**config.mk**
```make
export PLATFORM = sky130hd
export DESIGN_NAME = dual_pueo_thresh_loader
export DESIGN_NICKNAME = d
export VERILOG_FILES = /design/src/rtl/dual_pueo_thresh_loader.sv
export SDC_FILE = /design/constraint.sdc
export NUM_CORES = 2
export LEC_CHECK = 0
export ABC_AREA = 0
export CORE_UTILIZATION = 31
export CTS_BUF_LIST = sky130_fd_sc_hd__clkbuf_8
export DETAILED_ROUTE_END_ITERATION = 12
export PLACE_DENSITY_LB_ADDON = 0.12
export SLEW_MARGIN = 20
export SYNTH_ARGS = -nofsm -noshare
export SYNTH_HDL_FRONTEND = slang
export SYNTH_SLANG_ARGS = --single-unit
```
**constraint.sdc**
```tcl
create_clock -name clk_i -period 9.97 [get_ports clk_i]
set_clock_uncertainty 0.05 [all_clocks]
set_input_delay 2.991 -clock clk_i [delete_from_list [all_inputs] [get_ports clk_i]]
set_output_delay 2.991 -clock clk_i [all_outputs]
set_load 0.03 [all_outputs]
```
**src/rtl/dual_pueo_thresh_loader.sv**
```systemverilog
// Shadow threshold registers for PUEO channels A/B, streamed into the threshold
// DSP cascade last-beam-first, followed by a gap and a single update strobe.
module dual_pueo_thresh_loader #(
    parameter int unsigned                 NBEAMS       = 48,
    parameter int unsigned                 THRESH_BITS  = 18,
    parameter int unsigned                 UPDATE_DELAY = 1,
    parameter logic [THRESH_BITS-1:0]      INIT_THRESH  = 18'h3FFFF
) (
    input  logic                           clk_i,
    input  logic                           rst_i,
    input  logic [$clog2(NBEAMS)-1:0]      reg_addr_i,
    input  logic                           reg_chan_i,
    input  logic [THRESH_BITS-1:0]         reg_dat_i,
    input  logic                           reg_wr_i,
    input  logic                           apply_i,
    output logic [2*THRESH_BITS-1:0]       thresh_o,
    output logic [1:0]                     thresh_wr_o,
    output logic [1:0]                     thresh_update_o,
    output logic                           busy_o,
    output logic                           done_o,
    output logic                           wr_drop_o
);

    localparam int unsigned AW = $clog2(NBEAMS);
    localparam int unsigned TW = THRESH_BITS;
    localparam int unsigned GW = 3;

    typedef enum logic [1:0] {IDLE, STREAM, GAP, UPDATE} state_t;

    state_t              state_q, state_d;
    logic [AW-1:0]       cnt_q, cnt_d;
    logic [GW-1:0]       gap_q, gap_d;
    logic                pend_q, pend_d;
    logic [2*TW-1:0]     thr_q, thr_d;
    logic [1:0]          twr_q, twr_d;
    logic [1:0]          upd_q, upd_d;
    logic                busy_q, busy_d;
    logic                done_q, done_d;
    logic                drop_q, drop_d;

    logic [TW-1:0]       sh_a_q [NBEAMS];
    logic [TW-1:0]       sh_b_q [NBEAMS];

    logic                wr_ok_c;
    logic                load_c;
    logic [AW-1:0]       rd_idx_c;
    logic [TW-1:0]       rd_a_c, rd_b_c;

    assign wr_ok_c = reg_wr_i && !busy_q && (32'(reg_addr_i) < NBEAMS);

    // Shadow read with forwarding so a write in the apply cycle is streamed.
    always_comb begin
        rd_a_c = sh_a_q[rd_idx_c];
        rd_b_c = sh_b_q[rd_idx_c];
        if (wr_ok_c && (reg_addr_i == rd_idx_c)) begin
            if (reg_chan_i) rd_b_c = reg_dat_i;
            else            rd_a_c = reg_dat_i;
        end
    end

    // Next-state and registered-output logic.
    always_comb begin
        state_d  = state_q;
        cnt_d    = cnt_q;
        gap_d    = gap_q;
        pend_d   = pend_q;
        twr_d    = 2'b00;
        upd_d    = 2'b00;
        done_d   = 1'b0;
        drop_d   = reg_wr_i && !wr_ok_c;
        rd_idx_c = cnt_q;
        load_c   = 1'b0;

        case (state_q)
            IDLE: begin
                if (apply_i) begin
                    state_d  = STREAM;
                    cnt_d    = AW'(NBEAMS - 1);
                    rd_idx_c = AW'(NBEAMS - 1);
                    load_c   = 1'b1;
                    twr_d    = 2'b11;
                end
            end
            STREAM: begin
                if (apply_i) pend_d = 1'b1;
                if (cnt_q == '0) begin
                    state_d = GAP;
                    gap_d   = GW'(UPDATE_DELAY - 1);
                end else begin
                    cnt_d    = cnt_q - AW'(1);
                    rd_idx_c = cnt_q - AW'(1);
                    load_c   = 1'b1;
                    twr_d    = 2'b11;
                end
            end
            GAP: begin
                if (apply_i) pend_d = 1'b1;
                if (gap_q == '0) begin
                    state_d = UPDATE;
                    upd_d   = 2'b11;
                    done_d  = 1'b1;
                end else begin
                    gap_d = gap_q - GW'(1);
                end
            end
            UPDATE: begin
                if (pend_q || apply_i) begin
                    state_d  = STREAM;
                    pend_d   = 1'b0;
                    cnt_d    = AW'(NBEAMS - 1);
                    rd_idx_c = AW'(NBEAMS - 1);
                    load_c   = 1'b1;
                    twr_d    = 2'b11;
                end else begin
                    state_d = IDLE;
                end
            end
            default: state_d = IDLE;
        endcase

        busy_d = (state_d != IDLE);
        thr_d  = load_c ? {rd_b_c, rd_a_c} : thr_q;
    end

    always_ff @(posedge clk_i) begin
        if (rst_i) begin
            state_q <= IDLE;
            cnt_q   <= '0;
            gap_q   <= '0;
            pend_q  <= 1'b0;
            thr_q   <= '0;
            twr_q   <= 2'b00;
            upd_q   <= 2'b00;
            busy_q  <= 1'b0;
            done_q  <= 1'b0;
            drop_q  <= 1'b0;
            for (int i = 0; i < int'(NBEAMS); i++) begin
                sh_a_q[i] <= INIT_THRESH;
                sh_b_q[i] <= INIT_THRESH;
            end
        end else begin
            state_q <= state_d;
            cnt_q   <= cnt_d;
            gap_q   <= gap_d;
            pend_q  <= pend_d;
            thr_q   <= thr_d;
            twr_q   <= twr_d;
            upd_q   <= upd_d;
            busy_q  <= busy_d;
            done_q  <= done_d;
            drop_q  <= drop_d;
            if (wr_ok_c) begin
                if (reg_chan_i) sh_b_q[reg_addr_i] <= reg_dat_i;
                else            sh_a_q[reg_addr_i] <= reg_dat_i;
            end
        end
    end

    assign thresh_o        = thr_q;
    assign thresh_wr_o     = twr_q;
    assign thresh_update_o = upd_q;
    assign busy_o          = busy_q;
    assign done_o          = done_q;
    assign wr_drop_o       = drop_q;

endmodule

```
After elaboration in Yosys (flattened, before gate mapping). Memories as Yosys holds them, arrays and structs flattened. Index checks and enable logic that the tools add are counted.

Flip-flop bits (word level): 55. Memory bits (writable): 1728. Word-level logic and storage cells: 88. Memories: 2.

Memories: sh_a_q (depth 48, width 18, rd ports 1, clocked after Yosys merged registers in 0, wr ports 48, line 41) `logic [TW-1:0] sh_a_q [NBEAMS];`; sh_b_q (depth 48, width 18, rd ports 1, clocked after Yosys merged registers in 0, wr ports 48, line 42) `logic [TW-1:0] sh_b_q [NBEAMS];`.

Add/subtract/negate cells: 2. Order comparisons: 1. Equality and inequality tests: 8. Muxes and demuxes: 45. Bitwise gates (word level): 1. Reductions and logical operators: 19.

Operators by type and width (count): 18-bit two-way mux (6); 18-bit OR reduction (2); 6-bit two-way mux (5); 1-bit two-way mux (19); 6-bit one-hot mux with 3 select lines (1); 2-bit two-way mux (7); 2-bit one-hot mux with 4 select lines (1); 6-bit equality test (1); 6-bit zero test (1); 6-bit < comparator (second input constant) (1); 3-bit two-way mux (2); 2-bit != test (second input constant) (3); 2-bit one-hot mux with 3 select lines (1); 3-bit one-hot mux with 2 select lines (1); 3-bit AND reduction (2); 2-bit nonzero test (3); 6-bit by 1-bit subtractor with 6-bit output (second input constant) (1); 2-bit equality test (second input constant) (2); 1-bit logical AND (4); 2-bit OR reduction (2); 3-bit zero test (1); 1-bit one-hot mux with 3 select lines (1); 3-bit by 1-bit subtractor with 3-bit output (second input constant) (1); 2-bit by 1-bit equality test with 1-bit output (second input constant) (1); other kinds (6) (7).

Depth between registers and ports, before layout.
Depth in word-level cells: 8. Mapped depth: 18. Depth with buffers taken out: 12.

Worst setup path before layout. No wires, ideal clock.

Path kind: input to register. From: in reg_addr_i[4]. To: mem sh_a_q[1][0] in the netlist's numbering (enable). Data arrival time: 5.320 ns. Data required time: 9.523 ns. Path slack: 4.203 ns. Cell stages on the path: 7. Buffers on the path: 3. Cells stage by stage: clkbuf_1 > a211o_1 > nor4_1 > nand2_1 > clkbuf_1 > clkbuf_1 > o21bai_1.

RTL lines: start, declared (line 11) `input logic [$clog2(NBEAMS)-1:0] reg_addr_i,`; end, declared (line 41).

Worst setup path in the final report.
From: in apply_i. To: reg thr_q[12] (netlist: thresh_o[12]).

Cells in the longest elaborated chain, start to end: 6. Elaborated cells on any way between the ends: 12.

RTL lines: start, declared (line 15) `input logic apply_i,`; 1-bit logical OR (line 107) `if (pend_q || apply_i) begin`; 6-bit two-way mux; 6-bit one-hot mux with 3 select lines (line 74) `case (state_q)`; memory 48 x 18 bit / 6-bit equality test (equally long branches); 18-bit two-way mux / 1-bit logical AND (equally long branches) (line 56, 55); 18-bit two-way mux (line 55) `if (wr_ok_c && (reg_addr_i == rd_idx_c)) begin`; end signal, assigned (line 146) `thr_q <= thr_d;`; end, declared (line 34) `logic [2*TW-1:0] thr_q, thr_d;`.

Several ways; a longest one is shown, not always the timed one. A chain may end at the register's enable or synchronous reset.

==> metrics <==
Worst path slowest cell=o21ai_0; first-pass GRT wire length=608 mm; minimum clock period after layout=7250 ps; vias per cell=5.30; Reg clk slew, reported paths=70 ps; Via Count=78.9k; # DRC=0; latest clock arrival within the worst-skew pair=1120 ps; period utilisation layout=72.7%; Gate Count Post-Synth=9452; DR WL/cell=29.4 microns; initial antenna violation count=48; PostCTS Resize Cnt=0; Synth warnings=0; # IOs=72; Reg2Reg Depth=14; pwr dens=239 nW/um^2; Overall Global Routing Usage=24.5%; Max Cap Viol=0; Starting Density=31.2%; leading area contributor after synthesis=edfxtp_1; final setup violating endpoints=0; hold_buf cts=0; number of global-route vias before repair=75.9k; ys async rst share=0%; Metal-1 WL=187 mm; largest net degree at the start of global routing=132; Top FF cell, synth=edfxtp_1; worst hold slack=470 ps; Crit. End Element=flop; RePlAce Congestion=0.853; Area Overhead vs Synth=15.1%; Worst Path Class, Setup=input pin to flop; fillcell total=34.3k; top layer in use=met5; fmax=138 MHz; Post-synth EDFFs=2304; critical path data required time=10870 ps; Switching Fraction=39.6%; reg2reg start=state_q[0]$_SDFF_PP0_; R2R Path End=thresh_o[5]$_SDFFE_PP0P_; Combinational Power Share=32.4%; I/O Buffers=71; Synth top area share=64.7%; register area=70200 sq um; Pint=17800 uW; Critical Path AT=8160 ps; Post-Route Setup TNS=0 ps; Synth Register Bits=2356; worst-margin pin slew=1280 ps; routed wl met2=201 mm; Worst Hold Class=flop to flop; global route total overflow=0; DR pass1 iterations=6; nets@finish=9990; H-tree Lvls=5; maximum vdd drop=0.167 mV; fin. max-slew vios=0; clk buf depth=4; Slew Limit Headroom=14.3%; RSZ-0062 raised after global routing=no; top cells by area, synth=edfxtp_1, nand2_1, or3_1, or2_2, nand3_1; top cell family by delay on the critical path=compound AO/OA/AOI/OAI gates; Hold Path Stages=2; proportion of layout cells with a drive suffix above 1=17.7%; status=complete, no violations; DP HPWL=256 mm; Clock Power Share=29.0%; hold path endpoint=gap_q[2]$_SDFFE_PP0P_; final wirelength=437 mm; Crit path buffers/inverters=2; CP peak stage delay=980 ps; r2r setup slk=4100 ps; TritonCTS buffer count=434; worst-path fanout max=25; met3 routed WL=32.3 mm; Core ar.=343000 sq um; Worst Setup Start Kind=input pin; die area=347000 sq um; Routed Antenna Nets=0; Flop pwr share=38.6%; post-CTS setup buffers=0; Mean Syn Cell Area=11.3 sq um; post-synthesis cell type count=77; CP cell instances=clkdlybuf4s50_1 > o21ai_0 > a21oi_2 > or3_4 > buf_4 > and3_1 > a311oi_1 > a311oi_1 > nor3_1 > o21ai_0 > a311oi_1; row cnt=215; post-synthesis sequential area ratio=65.7%; Die Span Y=589 microns; die width=589 microns; Clock Sinks=2356; area occupied by multi-input gates=35800 sq um; mapped cell area=107000 sq um; CTS tree=done; CTS root buf=clkbuf_8; most used cell along the critical path=a311oi_1; Net Sw Power=11700 uW; hold_sp=gap_q[2]$_SDFFE_PP0P_; Leakage=0.0402 uW; Final Hold Fails=0; DRT iter0 DRCs=8787
[layout make-up]
cell class,instances,share of cell area [%]
Sequential cell,2356,57.1
Multi-Input combinational cell,6751,29.1
Clock buffer,450,5.03
Tap cell,4557,4.63
Timing Repair Buffer,397,2.91
Clock inverter,326,1.16
Antenna cell,31,0.0630
Inverter,13,0.0397
[stage by stage]
| step | setup slack, ps | power [uW] | util, % | area [sq um] | instances |
|---|---|---|---|---|---|
| CTS | 2710 | 29600 | 35.8 | 123000 | 14850 |
| global route | 2480 | 30600 | 35.9 | 123000 | 14857 |
| global placement | 1510 | 21100 | 33.6 | 115000 | 14072 |
| floorplan | 4200 | 16700 | - | 109000 | 10027 |
| finish | 2720 | 29500 | 35.9 | 123000 | 14881 |
| detailed placement | 1530 | 21100 | 33.6 | 115000 | 14074 |
[Yosys cell counts (29+ instances only)]
library cell and n:
nand4_1 51, a32oi_1 39, o21bai_1 56, a31oi_1 144, mux2i_1 147, nand3_1 850, edfxtp_1 2304, buf_1 79
nor3_1 36, dfxtp_1 52, o22ai_1 29, and3_1 125, nand2b_1 53, o211ai_1 39, nand2_1 2153, or2_2 868
or3_1 881, nor2_1 136, o21ai_0 56, clkbuf_1 559, a21oi_1 245, buf_2 262, a311oi_1 41
[registers in the layout, indices dropped and copies added, names as in the netlist]
signal / count
wr_drop_o: 1
sh_b_q: 1152
cnt_q: 6
state_q: 2
thresh_update_o: 1
thresh_wr_o: 1
pend_q: 1
thresh_o: 36
sh_a_q: 1152
busy_o: 1
gap_q: 3
[placed cells by master, fill, tap and decap left out, types with 37 or more instances in the layout]
cell / count
edfxtp_1: 2304
nand2_1: 2142
or3_1: 879
or2_2: 866
nand3_1: 848
conb_1: 576
clkbuf_8: 450
buf_4: 307
a21oi_1: 245
inv_1: 211
mux2i_1: 147
a31oi_1: 144
and3_1: 124
nor2_1: 117
clkinv_1: 91
o21ai_0: 56
dfxtp_1: 52
clkdlybuf4s50_1: 52
nand4_1: 51
nand2b_1: 47
a311oi_1: 40
a32oi_1: 39
o211ai_1: 39
buf_12: 37
[tightest hold or removal path: stages, from the launching register on]
cell,delay (ps)
dfxtp_1,350
a32oi_1,60
nor2_1,70
[power by group through the flow]
stage | sequential, uW | combinational, uW | clock, uW
2_1_floorplan | 11500 | 5160 | 0
3_3_place_gp | 11600 | 9530 | 0
3_5_place_dp | 11600 | 9500 | 0
4_1_cts | 11400 | 9520 | 8740
5_1_grt | 11400 | 10100 | 9110
6_report | 11400 | 9550 | 8550
[worst max-delay path by stage]
stage | slack [ps] | cells after the start | endpoint | from
3_3_place_gp | 1510 | 13 | thresh_o[5]$_SDFFE_PP0P_ | apply_i
2_1_floorplan | 4200 | 7 | sh_a_q[1][0]$_SDFFCE_PN1P_ | reg_addr_i[4]
5_1_grt | 2480 | 13 | thresh_o[5]$_SDFFE_PP0P_ | apply_i
3_5_place_dp | 1530 | 13 | thresh_o[5]$_SDFFE_PP0P_ | apply_i
6_report | 2720 | 11 | thresh_o[12]$_SDFFE_PP0P_ | apply_i
4_1_cts | 2710 | 13 | thresh_o[5]$_SDFFE_PP0P_ | apply_i
[kinds of logic (layout without fill, tap and decap cells)]
family / Yosys count / count (layout) / synth area share [%]
other: 1 / 607 / 0.00351
AO/OA/AOI/OAI: 801 / 801 / 5.00
AND/OR/NAND/NOR: 5207 / 5207 / 24.1
buffers and inverters: 920 / 1186 / 3.56
flip-flops: 2356 / 2356 / 65.7
XOR/XNOR: 7 / 7 / 0.0573
multiplexers: 152 / 152 / 1.47
adder cells (fa/ha/maj): 8 / 8 / 0.0936
[routing by layer]
layer  GRT usage, %  vias to the layer above
li1               -                    34355
met1           33.5                    40410
met2           39.3                     3332
met3           4.01                      737
met4           8.63                       20
met5              0                        -
No activity file was read; power rests on OpenSTA's default activity.
